--- src/rtl/cdr_pkg.sv ---
// Shared definitions for the CDR phase-select controller: FSM encoding and
// phase-count constants.
package cdr_pkg;

  typedef enum logic {
    ACCUM = 1'b0,
    HOLD  = 1'b1
  } state_t;

  localparam int unsigned SEL_W_DEF = 3;
  localparam int unsigned NPH       = 8;

endpackage

--- src/rtl/vote_accum.sv ---
// Signed up/down vote counter with +/-threshold detect; the counter clears on
// a hit, on clr, or on reset, so |acc| < VOTE_TH always holds.
module vote_accum #(
  parameter int unsigned VOTE_TH = 4
) (
  input  logic clk,
  input  logic rst,
  input  logic clr,
  input  logic up,
  input  logic dn,
  output logic hit_up,
  output logic hit_dn
);

  localparam int unsigned AW = $clog2(VOTE_TH) + 1;
  localparam logic signed [AW-1:0] ONE    = AW'(1);
  localparam logic signed [AW-1:0] TH_M1  = AW'(VOTE_TH - 1);
  localparam logic signed [AW-1:0] NTH_M1 = -TH_M1;

  logic signed [AW-1:0] acc;

  // A hit is the vote that would land exactly on +/-VOTE_TH.
  assign hit_up = up && (acc == TH_M1);
  assign hit_dn = dn && (acc == NTH_M1);

  always_ff @(posedge clk) begin
    if (rst || clr || hit_up || hit_dn) begin
      acc <= '0;
    end else if (up) begin
      acc <= acc + ONE;
    end else if (dn) begin
      acc <= acc - ONE;
    end
  end

endmodule

--- src/rtl/phase_sel_ctrl.sv ---
// Phase-select controller for the 8:1 CDR sampling mux: integrates
// early/late votes, steps the select with wrap, holds off, and reports lock.
module phase_sel_ctrl
  import cdr_pkg::*;
#(
  parameter int unsigned VOTE_TH  = 4,
  parameter int unsigned HOLD_CYC = 3,
  parameter int unsigned LOCK_CNT = 16,
  parameter int unsigned SEL_W    = SEL_W_DEF
) (
  input  logic             clk,
  input  logic             rst,
  input  logic             pd_valid,
  input  logic             pd_early,
  input  logic             pd_late,
  input  logic             force_en,
  input  logic [SEL_W-1:0] force_sel,
  output logic [SEL_W-1:0] sel,
  output logic             step_up,
  output logic             step_dn,
  output logic             locked
);

  localparam int unsigned HW = (HOLD_CYC > 0) ? $clog2(HOLD_CYC + 1) : 1;
  localparam int unsigned LW = $clog2(LOCK_CNT + 1);

  state_t           state, state_n;
  logic [HW-1:0]    hold_cnt, hold_n;
  logic [LW-1:0]    lock_cnt, lock_n;
  logic [SEL_W-1:0] sel_n;
  logic             up_n, dn_n, locked_n;
  logic             vote_ok, hit_up, hit_dn;

  assign vote_ok = (state == ACCUM) && pd_valid && (pd_early ^ pd_late) && !force_en;

  vote_accum #(
    .VOTE_TH (VOTE_TH)
  ) u_accum (
    .clk    (clk),
    .rst    (rst),
    .clr    (force_en),
    .up     (vote_ok && pd_early),
    .dn     (vote_ok && pd_late),
    .hit_up (hit_up),
    .hit_dn (hit_dn)
  );

  always_ff @(posedge clk) begin
    if (rst) begin
      state    <= ACCUM;
      hold_cnt <= '0;
      lock_cnt <= '0;
      sel      <= '0;
      step_up  <= 1'b0;
      step_dn  <= 1'b0;
      locked   <= 1'b0;
    end else begin
      state    <= state_n;
      hold_cnt <= hold_n;
      lock_cnt <= lock_n;
      sel      <= sel_n;
      step_up  <= up_n;
      step_dn  <= dn_n;
      locked   <= locked_n;
    end
  end

  always_comb begin
    state_n  = state;
    hold_n   = hold_cnt;
    lock_n   = lock_cnt;
    sel_n    = sel;
    up_n     = 1'b0;
    dn_n     = 1'b0;
    locked_n = locked;
    if (force_en) begin
      sel_n    = force_sel;
      lock_n   = '0;
      locked_n = 1'b0;
      state_n  = ACCUM;
      hold_n   = '0;
    end else if (state == HOLD) begin
      if (hold_cnt <= HW'(1)) begin
        state_n = ACCUM;
        hold_n  = '0;
      end else begin
        hold_n = hold_cnt - HW'(1);
      end
    end else if (hit_up || hit_dn) begin
      sel_n    = hit_up ? sel + SEL_W'(1) : sel - SEL_W'(1);
      up_n     = hit_up;
      dn_n     = hit_dn;
      lock_n   = '0;
      locked_n = 1'b0;
      if (HOLD_CYC > 0) begin
        state_n = HOLD;
        hold_n  = HW'(HOLD_CYC);
      end
    end else if (vote_ok) begin
      // Saturating count; locked asserts on the edge the count reaches LOCK_CNT.
      if (lock_cnt != LW'(LOCK_CNT)) lock_n = lock_cnt + LW'(1);
      if (lock_n == LW'(LOCK_CNT)) locked_n = 1'b1;
    end
  end

endmodule

--- config.mk ---
export PLATFORM = sky130hd
export DESIGN_NAME = phase_sel_ctrl
export DESIGN_NICKNAME = d
export VERILOG_FILES = /design/src/rtl/cdr_pkg.sv /design/src/rtl/vote_accum.sv /design/src/rtl/phase_sel_ctrl.sv
export SDC_FILE = /design/constraint.sdc
export NUM_CORES = 1
export LEC_CHECK = 0
export ABC_AREA = 1
export CAP_MARGIN = 15
export CORE_ASPECT_RATIO = 1.5
export CORE_MARGIN = 4
export CORE_UTILIZATION = 35
export CTS_CLUSTER_SIZE = 25
export DETAILED_ROUTE_END_ITERATION = 6
export PLACE_DENSITY = 0.65
export SYNTH_ARGS = -nofsm -noshare
export SYNTH_HDL_FRONTEND = slang
export SYNTH_SLANG_ARGS = --single-unit
--- constraint.sdc ---
create_clock -name clk -period 3.71 [get_ports clk]
set_clock_uncertainty 0.15 [all_clocks]
set_input_delay 0.742 -clock clk [delete_from_list [all_inputs] [get_ports clk]]
set_output_delay 0.742 -clock clk [all_outputs]
set_load 0.02 [all_outputs]
# Word level (Yosys, flattened, before mapping)
# Index checks and enable logic that the tools add are counted.
word_totals:
  register_bits: 17
  inputBits: 9
  output_inout_bits: 6
  elab_cells: 67
op_classes:
  n_addsub: 6
  n_lt_le_gt_ge: 1
  n_eq_ne: 5
  mux: 22
  n_bitwise: 3
  n_reduce_logical: 22
ops:
  columns: ["operator", "n"]
  rows:
  - ["$mux 5", 7]
  - ["$mux 3", 6]
  - ["$reduce_bool 2->1", 5]
  - ["$logic_and 1x1->1", 7]
  - ["$eq 3x3->1 const B", 2]
  - ["$mux 1", 6]
  - ["$mux 2", 3]
  - ["$add 5x1->5 const B", 1]
  - ["$eq 5x5->1 const B", 1]
  - ["$ne 5x5->1 const B", 1]
  - ["$logic_or 1x1->1", 4]
  - ["$reduce_and 2->1", 2]
  - ["$reduce_or 4->1", 1]
  - ["$add 3x1->3 const B", 1]
  - ["$add 3x2->3 const B", 1]
  - ["$reduce_and 3->1", 1]
  - ["$sub 3x1->3 const B", 1]
  - ["$sub 3x2->3 const B", 1]
  - ["$le 2x1->1 const B", 1]
  - ["$ne 2x2->1 const B", 1]
  - ["$not 1->1", 2]
  - ["$reduce_or 2->1", 1]
  - ["$sub 2x1->2 const B", 1]
  - ["$logic_not 1->1", 1]
  - ["$xor 1x1->1", 1]

# Depth between registers and ports, before layout
# Gate-level depths: netlist of run 1.
depth:
  depth_word: 14
  mapped_depth: 12

# Modules after synthesis
# From an unflattened synthesis of run 1, not the netlist that was laid out.
hier_totals:
  cells_unflattened: 142
  hier_area_um2: 1011.0
modules_own_cells:
  columns: ["module", "n_inst", "cells_per_inst", "area_per_inst_um2", "seq_area_each_um2"]
  rows:
  - ["phase_sel_ctrl", 1, 111, 802.0, 280.3]
  - ["vote_accum", 1, 31, 209.0, 60.1]

# Worst setup path after synthesis of run 1
# Ideal clock, no wire load.
synth_path:
  path_type: "input port to flip-flop"
  from: "input pd_valid"
  to: "register sel[2]"
  setup_ns: 0.117
  t_arrival_ns: 1.964
  required_ns: 3.443
  path_slack_ns: 1.479
  cell_stages: 11
  path_buffers: 1
  path_cell_list: "nand2_1 -> nor2_4 -> nand3_2 -> buf_6 -> fa_1 -> xor2_1 -> nand2_1 -> nand2_1 -> nor2_1 -> nor2_1 -> nor2_1"
synth_via:
  elab_chain_len: 9
synth_rtl:
  columns: ["item", "line", "text"]
  rows:
  - ["start, declared", "phase_sel_ctrl.sv:13", "input logic pd_valid,"]
  - ["$logic_and 1x1->1 * (3 in series)", "phase_sel_ctrl.sv:34", "assign vote_ok = (state == ACCUM) && pd_valid && (pd_early ^ pd_late) && !force_en;"]
  - ["$logic_and 1x1->1", "phase_sel_ctrl.sv:42", ".up (vote_ok && pd_early),"]
  - ["$logic_and 1x1->1", "vote_accum.sv:23", "assign hit_up = up && (acc == TH_M1);"]
  - ["$mux 3", "phase_sel_ctrl.sv:90", "sel_n = hit_up ? sel + SEL_W'(1) : sel - SEL_W'(1);"]
  - ["$mux 3", "phase_sel_ctrl.sv:89", "end else if (hit_up || hit_dn) begin"]
  - ["$mux 3", "phase_sel_ctrl.sv:82", "end else if (state == HOLD) begin"]
  - ["$mux 3", "phase_sel_ctrl.sv:76", "if (force_en) begin"]
  - ["end signal, assigned", "phase_sel_ctrl.sv:61", "sel <= sel_n;"]
  - ["end, declared", "phase_sel_ctrl.sv:18", "output logic [SEL_W-1:0] sel,"]
# Mark *: on every way between the ends. The rest lies on a longest branch, timed or not. The select of a mux whose other input is x is not followed.
# A chain may end at the register's enable or synchronous reset.

# Worst setup path in the final report of run 1
layout_path:
  from: "input force_en"
  to: "register sel[2]"
layout_via:
  elab_chain_len: 8
layout_rtl:
  columns: ["item", "line", "text"]
  rows:
  - ["start, declared", "phase_sel_ctrl.sv:16", "input logic force_en,"]
  - ["$logic_not 1->1", "phase_sel_ctrl.sv:34", null]
  - ["$logic_and 1x1->1", "phase_sel_ctrl.sv:34", null]
  - ["$logic_and 1x1->1", "phase_sel_ctrl.sv:42", null]
  - ["$logic_and 1x1->1", "vote_accum.sv:23", null]
  - ["$mux 3", "phase_sel_ctrl.sv:90", null]
  - ["$mux 3", "phase_sel_ctrl.sv:89", null]
  - ["$mux 3", "phase_sel_ctrl.sv:82", null]
  - ["$mux 3", "phase_sel_ctrl.sv:76", null]
# Several ways; a longest one is shown, not always the timed one. The select of a mux whose other input is x is not followed.

==> results.md, run 1 <==
* Number of port buffers at 14
* Worst vdd ir at 0.000195 V
* Initial antenna violation count at 0
* Crit share post-route at 71.0%
* Buf+Inv Stages, Crit Path at 1
* Final #Nets at 168
* CP dominant cell by count: nor2_1
* Remaining DRCs at 0
* WP data arrival at 2.68 ns
* Register share of total power at 56.2%
* Antenna cells at 0
* Synthesized Nets at 150
* Post-DP Area at 1120 um2
* Pwr Density at 294 nW/um2
* Area growth syn-to-layout at 21.2%
* Fill cell count at 286
* Slew Viols, Final at 0
* Post-route cell area at 1150 um2
* Commonest cells post-synth: nand2_1 (41), inv_1 (18), dfxtp_1 (17)
* Switching Fraction at 26.6%
* Post-DR wirelength/cell at 10.4 um
* Vias in the first global route at 857
* Maximum capacitance violations at 0
* CTS Hold Buffers Added at 0
* Final Hold Viols at 0
* DR iter-0 viols at 23
* Die Y at 71.8 um
* Final setup fails at 0
* Initial Util at 37.5%
* Most numerous cell in the Yosys netlist: nand2_1
* Net Switching at 90.1 uW
* Register area at 340 um2
* Core area at 2530 um2
* Netlist Area Pre-Place at 950 um2
* CP required at 3.76 ns
* Maximum clock rate at 0.380 GHz
* Delay-heaviest family, CP: simple AND/OR/NAND/NOR gates
* Tightest Hold Check Type: reg2reg
* Routed via count at 889
* Kind of critical path: in2reg
* Worst r2r src: state
* Clock Latency Late Sink at 0.30 ns
* Comb pwr share at 14.4%
* EDFF count, synth at 0
* Postcts setup bufs at 0
* Placer congestion estimate at 0.850
* Congestion Overflow GR at 0
* First-pass GRT wire length at 3500 um
* Critical path's slowest cell: clkdlybuf4s50_1
* Capturing element type of the critical path: flop
* R2r endpoint: sel[2]
* CTS H-tree lvls at 1
* Fin Setup TNS at 0 ns
* Worst-Margin Slew at 0.373 ns
* Clk root buf: clkbuf_4
* R2R setup slack at 1.64 ns
* Die W at 50.5 um
* Cell internal pwr at 249 uW
* Remaining antenna violation count after routing at 0
* Share of cells above drive strength 1 at 7.79%
* Post-synth top area share at 35.8%
* Critical-path cell list: clkdlybuf4s50_1 > nor2_4 > nand3_2 > fa_1 > xor2_1 > nand2_1 > nand2_1 > nor2_1 > nor2_1 > nor2_1
* CP max FO at 12
* Setup crit start kind: input pin
* Post-synth cell types at 21
* Primary FF master, synth: dfxtp_1
* Clock group share of total power at 29.4%
* Register area share after synthesis at 35.8%
* Syn_area_per_cell at 6.93 um2
* Crit path launch: force_en
* Fin util at 45.5%
* RSZ-0062 raised after global routing: false
* Num CTS Buffers at 3
* Cells after Synth at 137
* Cells resized by post-CTS repair at 0
* Run status: complete, no violations
* Top cells by area in the synthesized netlist: dfxtp_1 (36%), nand2_1 (16%), inv_1 (7.1%)
* GRT Util Overall at 12.6%
* DR vias/cell at 4.68
* Leakage at 0.000488 uW
* Synthesis-stage register bit count at 17
* Multi-input logic area at 523 um2
* Ys Warns at 0
* Clock buffer depth at 2
* Worst setup path end: sel[2]
* Router iterations before antenna repair at 4
* CTS tree: yes
* Crit path depth at 10
* Clk slew on worst S/H paths at 0.10 ns
* Largest net degree at the start of global routing at 13
* CP max stage delay at 0.54 ns
* Row count at 22
* Async SR Flop Fraction at 0%
* DPL Wire Length at 1580 um
* Clock sinks at 17
* Post-layout min period at 2.63 ns
* R2R cell count at 11
* Relative slew slack at 75.0%
* Post-synth top area cell: dfxtp_1
* Top-Level Pins at 15
* Final wirelength at 1990 um
* Die Area at 3630 um2
==> layer usage <==
metal  track usage (%)  part of all wire [%]
met4              6.89                   2.5
met2              23.3                    53
met1              12.8                    40
met5                 0                     0
met3              2.70                   4.5
==> worst register-to-register path, stage by stage (launching register included) <==
cell	delay [ns]
dfxtp_1	0.33
inv_2	0.06
nand2_1	0.09
nor2_4	0.15
nand3_2	0.23
fa_1	0.45
xor2_1	0.20
nand2_1	0.07
nand2_1	0.06
nor2_1	0.04
nor2_1	0.08
nor2_1	0.05
==> kinds of logic after synthesis <==
group	synth area share, %
simple gates	36.4
buf+inv	9.09
flops	35.8
compound gates	8.17
xor+xnor	3.69
fa+ha+maj	6.85
==> per-stage QoR <==
stage	hold WS [ns]	std cells	total power [uW]	worst slack [ns]
2_1_floorplan	0.303	137	222	1.48
3_3_place_gp	0.294	186	242	0.870
3_5_place_dp	0.301	186	243	0.775
4_1_cts	0.316	190	344	1.10
5_1_grt	0.355	190	360	0.960
6_report	0.310	190	339	1.08
==> placed cells by master (no fill, tap or decap), types with 2 or more instances in the layout <==
| cell type | n |
|---|---|
| xnor2_1 | 2 |
| clkdlybuf4s50_1 | 14 |
| nand4_1 | 6 |
| xor2_1 | 2 |
| clkbuf_4 | 3 |
| fa_1 | 2 |
| dfxtp_1 | 17 |
| inv_1 | 18 |
| o21ai_0 | 5 |
| nand2_1 | 41 |
| a21oi_1 | 9 |
| nand3_2 | 3 |
| ha_1 | 2 |
| nand3_1 | 7 |
| nor2_1 | 14 |
| inv_2 | 2 |
==> power by group through the flow <==
stage               sequential (uW)  clock, uW  combinational [uW]
floorplan                       197          0                24.8
global placement                195          0                47.7
finish                          190       99.7                49.0
CTS                             190        104                49.3
global route                    191        113                55.9
detailed placement              195          0                48.9
==> state kept, by name, summed over array words and instances, names as in the netlist <==
name         count
sel              3
lock_cnt         5
step_up          1
state            1
locked           1
hold_cnt         2
step_dn          1
u_accum.acc      3
==> layout make-up <==
class                      count  area share (%)
clock buffer                   3            1.96
clock inverter                 1           0.435
inverter                      20            6.52
multi-input combinational     99            45.4
sequential                    17            29.6
tap                           36            3.91
timing repair buffer          14            12.2
==> worst min-delay path by stage <==
| stage | start | end | slack [ns] | cells after the start |
|---|---|---|---|---|
| final | locked | locked | 0.31 | 2 |
| after global routing | locked | locked | 0.36 | 2 |
| after CTS | locked | locked | 0.32 | 2 |
| after detailed placement | locked | locked | 0.30 | 2 |
| after global placement | locked | locked | 0.29 | 2 |
| after floorplan | hold_cnt[1] | state | 0.30 | 2 |
(Power assumes the default switching activity.)
==> run 2: changes to the inputs <==
==> constraint.sdc (replaced) <==
create_clock -name clk -period 2.7 [get_ports clk]
set_clock_uncertainty 0.15 [all_clocks]
set_input_delay 0.54 -clock clk [delete_from_list [all_inputs] [get_ports clk]]
set_output_delay 0.54 -clock clk [all_outputs]
set_load 0.02 [all_outputs]
==> results.md, run 2 (same netlist as run 1, synthesis figures left out) <==
* Switching Fraction at 25.1% (-1.5 points)
* Remaining antenna violation count after routing at 0 (unchanged)
* Final setup fails at 0 (unchanged)
* Die Y at 71.8 um (unchanged)
* Final Hold Viols at 0 (unchanged)
* Worst hold slack at 0.303 ns (-0.00664 ns)
* Clock group share of total power at 28.6% (-0.8 points)
* Worst vdd ir at 0.000215 V (+10%)
* CP required at 2.73 ns (-1.03 ns)
* Capturing element type of the critical path: flop
* Clk slew on worst S/H paths at 0.10 ns (about the same)
* Initial Util at 37.5% (unchanged)
* Routed via count at 874 (-1.7%)
* Biggest register: lock_cnt
* Fin Setup TNS at 0 ns (unchanged)
* Relative slew slack at 77.3% (+2.3 points)
* Final wirelength at 1900 um (-4.2%)
* Comb pwr share at 14.6% (+0.2 points)
* Antenna cells at 0 (unchanged)
* DR vias/cell at 4.55 (-2.7%)
* DR iter-0 viols at 9 (-61%)
* Clock Latency Late Sink at 0.28 ns (-0.02 ns)
* DPL Wire Length at 1530 um (-2.8%)
* Area growth syn-to-layout at 22.7%
* Slew Viols, Final at 0 (unchanged)
* Clock sinks at 17 (unchanged)
* CP max FO at 3 (-9)
* WP data arrival at 2.16 ns (-0.52 ns)
* Clock buffer depth at 2 (unchanged)
* Total power draw at 460 uW (+36%)
* Commonest non-fill, non-tap cell in the layout: nand2_1
* Cells resized by post-CTS repair at 0 (unchanged)
* Post-DR wirelength/cell at 9.90 um (-5.2%)
* Cell internal pwr at 345 uW (+39%)
* Remaining DRCs at 0 (unchanged)
* Post-layout min period at 2.14 ns
* First-pass GRT wire length at 3280 um (-6.3%)
* Run status: complete, no violations
* Row count at 22 (unchanged)
* Clk root buf: clkbuf_4
* Core area at 2530 um2 (unchanged)
* Vias in the first global route at 842 (-1.8%)
* Largest net degree at the start of global routing at 12 (-1)
* RSZ-0062 raised after global routing: false
* CTS tree: yes
* Setup crit start kind: input pin
* Net Switching at 115 uW (+28%)
* Num CTS Buffers at 3 (unchanged)
* Fill cell count at 287 (+0.35%)
* Fin util at 46.0% (+0.54 points)
* Placer congestion estimate at 0.811 (-4.5%)
* Die Area at 3630 um2 (unchanged)
* Tightest Hold Check Type: reg2reg
* GRT Util Overall at 11.5% (-1.0 points)
* Register share of total power at 56.7% (+0.5 points)
* Top-Level Pins at 15 (unchanged)
* Max reg flops at 5 (unchanged)
* CTS H-tree lvls at 1 (unchanged)
* Die W at 50.5 um (unchanged)
* Worst-Margin Slew at 0.339 ns (-0.0336 ns)
* CTS Hold Buffers Added at 0 (unchanged)
* Router iterations before antenna repair at 4 (unchanged)
* Postcts setup bufs at 0 (unchanged)
* Initial antenna violation count at 0 (unchanged)
* Crit share post-route at 79.2%
* Kind of critical path: in2reg
* Maximum clock rate at 0.468 GHz
* Most frequent cells in the layout: nand2_1 (41), inv_1 (18), dfxtp_1 (17)
* Top Registers: lock_cnt: 5 flops, sel: 3 flops, u_accum.acc: 3 flops
* Leakage at 0.000494 uW (+1.3%)
* Congestion Overflow GR at 0 (unchanged)
* Maximum capacitance violations at 0 (unchanged)
* Final #Nets at 170 (+1.2%)
* Number of port buffers at 14 (unchanged)
* Pwr Density at 395 nW/um2 (+34%)
* Share of cells above drive strength 1 at 8.33% (+0.54 points)
==> run 2: power groups by stage <==
stage	sequential [uW]	clock (uW)	combinational (uW)
after global routing	262	148	76.1
after floorplan	270	0	34.1
final	261	132	67.4
after detailed placement	267	0	67.9
after CTS	261	137	68.5
after global placement	267	0	66.3
==> run 2: critical path, stage by stage <==
cell and delay (ns):
clkdlybuf4s50_1 0.52, nand2_1 0.08, inv_1 0.08, nand3_2 0.09
fa_1 0.39, xor2_1 0.18, nand2_1 0.07, nand2_1 0.05
nor2_1 0.03, nor2_1 0.08, nor2_1 0.05
==> run 2: cell type report <==
class,count,area [um2],area share (%)
clock buffers,4,26.3,2.26
multi-input cells,99,523,44.9
flip-flops and latches,17,340,29.2
repair buffers,16,155,13.3
inverters,20,75.1,6.44
well taps,36,45.0,3.87
==> run 2: stage by stage <==
stage | setup slack [ns] | std cells | area, um2
final | 0.563 | 192 | 1160
after global routing | 0.460 | 192 | 1160
after CTS | 0.554 | 192 | 1160
after detailed placement | 0.242 | 188 | 1140
after global placement | 0.294 | 188 | 1140
after floorplan | 0.671 | 137 | 950
==> run 2: path summary, 6_finish.rpt <==
check / slack [ns] / endpoint / start / cells after the start
min reg2reg: 0.30 / locked / locked / 2
max reg2reg: 0.85 / sel[2] / u_accum.acc[0] / 10
max: 0.56 / sel[2] / pd_early / 11
min: 0.30 / locked / locked / 2
==> run 2: per-layer routing <==
metal / up-vias / global-route usage [%] / wire length (um)
met2: 14 / 21.1 / 1020
met4: 0 / 5.99 / 16
li1: 470 / - / -
met5: - / 0 / 0
met1: 388 / 12.2 / 794
met3: 2 / 2.29 / 68
